**src/rtl/rf_port_ctrl.sv**
```systemverilog
// Register-file port controller: clears x1..x(NREGS-1) after reset, then arbitrates the write port (writeback > clear > debug) and lends read port 1 to debug reads.
// Latency: rf_* outputs are combinational; debug read/write acks two cycles after the request is sampled in IDLE (plus one per contended writeback cycle).
// Backpressure: writeback is never blocked; a debug write waits behind writeback and raises stall once it has waited STARVE_LIMIT cycles.
//
// Ports:
//   i_clk, i_reset                    clock, asynchronous active-high reset
//   i_wb_we/i_wb_addr/i_wb_data       writeback write request (highest priority)
//   i_dec_a1                          decode-stage read address for port 1
//   i_dbg_req/i_dbg_wr/i_dbg_addr/i_dbg_wdata   debug request, held until o_dbg_ack
//   o_dbg_ack, o_dbg_rdata            one-cycle completion pulse, read data (held until the next read)
//   o_rf_we3/o_rf_a3/o_rf_wd3         regfile write port
//   o_rf_a1, i_rf_rd1                 regfile read port 1
//   o_stall, o_init_done              pipeline freeze, clear sequence finished
module rf_port_ctrl #(
  parameter int XLEN           = 32,
  parameter int NREGS          = 32,
  parameter int CLEAR_ON_RESET = 1,
  parameter int STARVE_LIMIT   = 4
) (
  input  logic            i_clk,
  input  logic            i_reset,
  input  logic            i_wb_we,
  input  logic [4:0]      i_wb_addr,
  input  logic [XLEN-1:0] i_wb_data,
  input  logic [4:0]      i_dec_a1,
  input  logic            i_dbg_req,
  input  logic            i_dbg_wr,
  input  logic [4:0]      i_dbg_addr,
  input  logic [XLEN-1:0] i_dbg_wdata,
  output logic            o_dbg_ack,
  output logic [XLEN-1:0] o_dbg_rdata,
  output logic            o_rf_we3,
  output logic [4:0]      o_rf_a3,
  output logic [XLEN-1:0] o_rf_wd3,
  output logic [4:0]      o_rf_a1,
  input  logic [XLEN-1:0] i_rf_rd1,
  output logic            o_stall,
  output logic            o_init_done
);

  localparam int            WW      = $clog2(STARVE_LIMIT + 1);
  localparam logic [4:0]    LAST    = 5'(NREGS - 1);
  localparam logic [WW-1:0] LIMIT   = WW'(STARVE_LIMIT);
  localparam logic [WW-1:0] WAIT_ONE = WW'(1);

  typedef enum logic [2:0] {
    S_CLEAR,
    S_IDLE,
    S_DBG_RD,
    S_DBG_WR,
    S_ACK
  } state_t;

  state_t          r_state;
  logic [4:0]      r_clr_cnt;
  logic [WW-1:0]   r_wait_cnt;
  logic            r_dbg_ack;
  logic [XLEN-1:0] r_dbg_rdata;
  logic            r_init_done;

  logic w_wb_win;
  logic w_clr_win;
  logic w_dbg_win;

  // Write-port arbitration. Writes to x0 are filtered at every source so the
  // port never presents we3 with address 0.
  assign w_wb_win  = i_wb_we && (i_wb_addr != 5'd0);
  assign w_clr_win = !w_wb_win && (r_state == S_CLEAR);
  assign w_dbg_win = !w_wb_win && (r_state == S_DBG_WR) && (i_dbg_addr != 5'd0);

  always_comb begin
    o_rf_we3 = 1'b0;
    o_rf_a3  = 5'd0;
    o_rf_wd3 = '0;
    if (w_wb_win) begin
      o_rf_we3 = 1'b1;
      o_rf_a3  = i_wb_addr;
      o_rf_wd3 = i_wb_data;
    end else if (w_clr_win) begin
      o_rf_we3 = 1'b1;
      o_rf_a3  = r_clr_cnt;
    end else if (w_dbg_win) begin
      o_rf_we3 = 1'b1;
      o_rf_a3  = i_dbg_addr;
      o_rf_wd3 = i_dbg_wdata;
    end
  end

  assign o_rf_a1 = (r_state == S_DBG_RD) ? i_dbg_addr : i_dec_a1;

  // Stall during clear and the borrowed read cycle; a debug write only stalls
  // the pipeline once it has been starved long enough for writeback to drain.
  always_comb begin
    o_stall = 1'b0;
    case (r_state)
      S_CLEAR:  o_stall = 1'b1;
      S_DBG_RD: o_stall = 1'b1;
      S_DBG_WR: o_stall = (r_wait_cnt >= LIMIT);
      default:  o_stall = 1'b0;
    endcase
  end

  always_ff @(posedge i_clk or posedge i_reset) begin
    if (i_reset) begin
      r_state     <= (CLEAR_ON_RESET != 0) ? S_CLEAR : S_IDLE;
      r_clr_cnt   <= 5'd1;
      r_wait_cnt  <= '0;
      r_dbg_ack   <= 1'b0;
      r_dbg_rdata <= '0;
      r_init_done <= (CLEAR_ON_RESET == 0);
    end else begin
      case (r_state)
        S_CLEAR: begin
          // The clear pointer only advances when its write actually landed.
          if (w_clr_win) begin
            if (r_clr_cnt == LAST) begin
              r_state     <= S_IDLE;
              r_init_done <= 1'b1;
            end else begin
              r_clr_cnt <= r_clr_cnt + 5'd1;
            end
          end
        end
        S_IDLE: begin
          if (i_dbg_req) begin
            r_state <= i_dbg_wr ? S_DBG_WR : S_DBG_RD;
          end
        end
        S_DBG_RD: begin
          r_dbg_rdata <= (i_dbg_addr == 5'd0) ? '0 : i_rf_rd1;
          r_dbg_ack   <= 1'b1;
          r_state     <= S_ACK;
        end
        S_DBG_WR: begin
          if (w_dbg_win || (i_dbg_addr == 5'd0)) begin
            r_state    <= S_ACK;
            r_dbg_ack  <= 1'b1;
            r_wait_cnt <= '0;
          end else if (r_wait_cnt < LIMIT) begin
            r_wait_cnt <= r_wait_cnt + WAIT_ONE;
          end
        end
        S_ACK: begin
          r_dbg_ack <= 1'b0;
          r_state   <= S_IDLE;
        end
        default: begin
          r_state <= S_IDLE;
        end
      endcase
    end
  end

  assign o_dbg_ack   = r_dbg_ack;
  assign o_dbg_rdata = r_dbg_rdata;
  assign o_init_done = r_init_done;

endmodule

```
**config.mk**
```make
export PLATFORM = sky130hd
export DESIGN_NAME = rf_port_ctrl
export DESIGN_NICKNAME = d
export VERILOG_FILES = /design/src/rtl/rf_port_ctrl.sv
export SDC_FILE = /design/constraint.sdc
export NUM_CORES = 1
export LEC_CHECK = 0
export ABC_CLOCK_PERIOD_IN_PS = 1880
export BUFFER_PORTS_ARGS = -buffer_cell sky130_fd_sc_hd__buf_2
export CAP_MARGIN = 20
export CORE_MARGIN = 1
export CORE_UTILIZATION = 40
export DETAILED_ROUTE_END_ITERATION = 8
export GPL_ROUTABILITY_DRIVEN = 0
export MAX_ROUTING_LAYER = met4
export PLACE_DENSITY = 0.93
export SLEW_MARGIN = 25
export SYNTH_ARGS = -nofsm -noshare
export SYNTH_HDL_FRONTEND = slang
export SYNTH_SLANG_ARGS = --single-unit
```
**constraint.sdc**
```tcl
create_clock -name i_clk -period 1.88 [get_ports i_clk]
set_input_delay 0 -clock i_clk [delete_from_list [all_inputs] [get_ports i_clk]]
set_output_delay 0 -clock i_clk [all_outputs]
set_load 0.005 [all_outputs]
```
==> qor.yml <==
status: "complete, no violations"
grt_antenna_before_repair: 0
synth_cell_types: 38
synth.top_cells.by_area: "sky130_fd_sc_hd__dfrtp_1, sky130_fd_sc_hd__nand2_1, sky130_fd_sc_hd__a22o_1"
fp.dieW_um: 80.8
wire_length_of_the_first_global_routing_pass_um: 13000
timing.slew.headroom: 0.632
final.fill_count: 437
die_y_um: 80.8
final_nets: 634
yosys_warnings: 0
floorplan.core_area_um2: 5960
num_io_pins: 194
worst_r2r_endpoint: "r_state[0]$_DFFE_PP0P_"
power_density_nw_per_um2: 1150
synth_sequential_area_ratio: 0.454
synthesis.instances: 285
mostFrequentLayoutCell: "sky130_fd_sc_hd__buf_2"
postSynthRegisterBits: 45
place.detailed.hpwl_um: 6000
clock-skew-final_ns: 0.00687
fin_hold_ws_ns: 0.215
final_cell_mix: "sky130_fd_sc_hd__buf_2, sky130_fd_sc_hd__nand2_1, sky130_fd_sc_hd__dfrtp_1"
routed_wirelength_um: 8770
synth.cell_area_um2: 2480
syn_to_final_growth_pct: 64.5
synthesis.nets: 404
dr.pass1.iters: 5
cap_viol_max_count: 0
die_area_um2: 6520
worstHoldStart: "i_dbg_wr"
leakagePower_nw: 2.26
first_global_vias: 2838
report.final.slew_viol_count: 0
post-route-period-util: 0.962
critical_path.max_fanout: 9
viasPerCell: 5.20
worstHoldPathCells: 5
synth_edf_count: 0
dr_total_vias: 3071
rsz_0062_raised_after_global_routing: "no"
cts.reportedPaths.clkPinSlew_ns: 0.08
critical_path.reg2reg.startpoint: "r_clr_cnt[0]$_DFFE_PP1P_"
final_hold_viol_count: 0
globalRoute.totalOverflow: 0
multi_input_gate_area_um2: 1230
initial_utilization: 0.417
groute.usage.overall: 0.270
cts.sink_count: 45
worst_setup_path_end_kind: "primary output"
worst_ep_arrival_time_ns: 1.81
clockRootBuffer: "sky130_fd_sc_hd__clkbuf_8"
synth_largest_area_cell: "sky130_fd_sc_hd__dfrtp_1"
maximum_ir_drop_on_the_vdd_rail_v: 0.000568
cts-buffers-inserted: 5
setup-violations-final: 0
setup.worst_path.start_class: "flop"
worstPathRequired_ns: 1.88
grt_max_degree: 46
rrSetupSlack_ns: 0.14
placement.io_buffers: 193
synthArstFlopShare: 1.00
hold-path-endpoint: "r_state[0]$_DFFE_PP0P_"
drc: 0
period_minus_slack_ns: 1.81
critPathKind: "reg2out"
layout-drive-gt1-share: 0.455
antenna_left: 0
route.detailed.wl_per_inst_um: 14.8
timing.setup.tns_ns: 0
n_antenna_cell: 0
syn-mean-instance-area_um2: 8.71
synth_top_area_share: 0.444
hold_class: "in2reg"
tightestPinTransition_ns: 0.552
fmaxAchievable_mhz: 553
reg2regPathDepth: 6
postSynth.topFlopCell: "sky130_fd_sc_hd__dfrtp_1"
cts_htree_levels: 2
tritoncts: "yes"
clock_latency_ns: 0.30
layout.area.seq_um2: 1130
std_cell_rows: 28
first_iter_violations: 130
cts-root-to-sink-buffers: 2
-- kinds of logic (layout without fill, tap and decap cells) --
logic type / count (synthesis) / count (layout) / share of synthesized area
mux: 3 / 3 / 0.0131
flops: 45 / 45 / 0.454
compound gates: 58 / 58 / 0.184
buf+inv: 30 / 261 / 0.0615
fa+ha+maj: 3 / 3 / 0.0151
simple gates: 143 / 143 / 0.261
xor+xnor: 3 / 3 / 0.0106
-- power breakdown --
part | switching (mW) | total [mW] | internal [mW]
Combinational | 1.18 | 2.31 | 1.13
Sequential | 0.336 | 1.77 | 1.44
Clock | 0.336 | 0.600 | 0.264
Total | 1.86 | 4.68 | 2.83
-- layer usage --
layer  GRT usage  part of all wire  vias to the layer above
li1            -                 -                     1454
met1       0.284              0.36                     1403
met2       0.499              0.53                      193
met3      0.0483             0.083                       21
met4       0.105             0.028                        0
met5           -                 0                        -
-- synthesized netlist by cell type (all sizes together), types with 3 or more instances --
cell type / count
nor3: 4
xor2: 3
clkbuf: 15
a31oi: 3
nand3: 34
buf: 8
a21oi: 4
ha: 3
inv: 7
nor2: 5
a22o: 32
dfrtp: 44
nand2: 89
o21ai: 7
a22oi: 5
-- worst max-delay path, stage by stage (launching register included) --
cell                       delay [ns]
sky130_fd_sc_hd__dfrtp_2         0.46
sky130_fd_sc_hd__nand3b_1        0.25
sky130_fd_sc_hd__nor3_4          0.26
sky130_fd_sc_hd__buf_12          0.15
sky130_fd_sc_hd__buf_4           0.16
sky130_fd_sc_hd__a22o_1          0.13
sky130_fd_sc_hd__buf_2           0.11
-- through the flow --
| stage | cell area [um^2] | util | setup WS, ns | total power, mW | cells |
|---|---|---|---|---|---|
| global placement | 3530 | 0.592 | 0.158 | 3.69 | 541 |
| global route | 4080 | 0.686 | 0.00269 | 5.06 | 591 |
| floorplan | 2480 | - | 0.153 | 2.85 | 285 |
| detailed placement | 3530 | 0.592 | 0.0615 | 3.81 | 541 |
| CTS | 3960 | 0.665 | 0.0331 | 4.47 | 583 |
| finish | 4080 | 0.686 | 0.0720 | 4.68 | 591 |
-- worst max-delay path by stage --
stage / from / endpoint / cells after the start / slack (ns)
2_1_floorplan: r_clr_cnt[0]$_DFFE_PP1P_ / r_state[0]$_DFFE_PP0P_ / 6 / 0.15
3_3_place_gp: r_clr_cnt[1]$_DFFE_PP0P_ / r_clr_cnt[1]$_DFFE_PP0P_ / 5 / 0.16
3_5_place_dp: r_clr_cnt[1]$_DFFE_PP0P_ / r_clr_cnt[2]$_DFFE_PP0P_ / 6 / 0.06
4_1_cts: r_state[2]$_DFFE_PP0P_ / o_rf_wd3[12] / 5 / 0.03
5_1_grt: r_state[2]$_DFFE_PP0P_ / o_rf_wd3[3] / 6 / 0.003
6_report: r_state[2]$_DFFE_PP0P_ / o_rf_wd3[1] / 6 / 0.07
-- registers in the layout, indices dropped and copies added, names as in the netlist --
name and cells:
o_dbg_ack 1, o_dbg_rdata 32, r_wait_cnt 3, o_init_done 1, r_state 3, r_clr_cnt 5
-- timing repair --
action,4_1_cts,5_1_grt
pin swaps,0,2
buffers inserted,0,7
hold endpoints to repair,77,0
resized for setup,1,8
hold buffers,34,0
setup endpoints to repair,5,43
cloned,0,1
-- final cells by class --
type / count / area share
clock buffer: 5 / 0.0169
clock inverter: 3 / 0.00521
inverter: 7 / 0.00644
multi-input combinational: 210 / 0.302
sequential: 45 / 0.277
tap: 75 / 0.0230
timing repair buffer: 246 / 0.369
(Power assumes the default switching activity.)
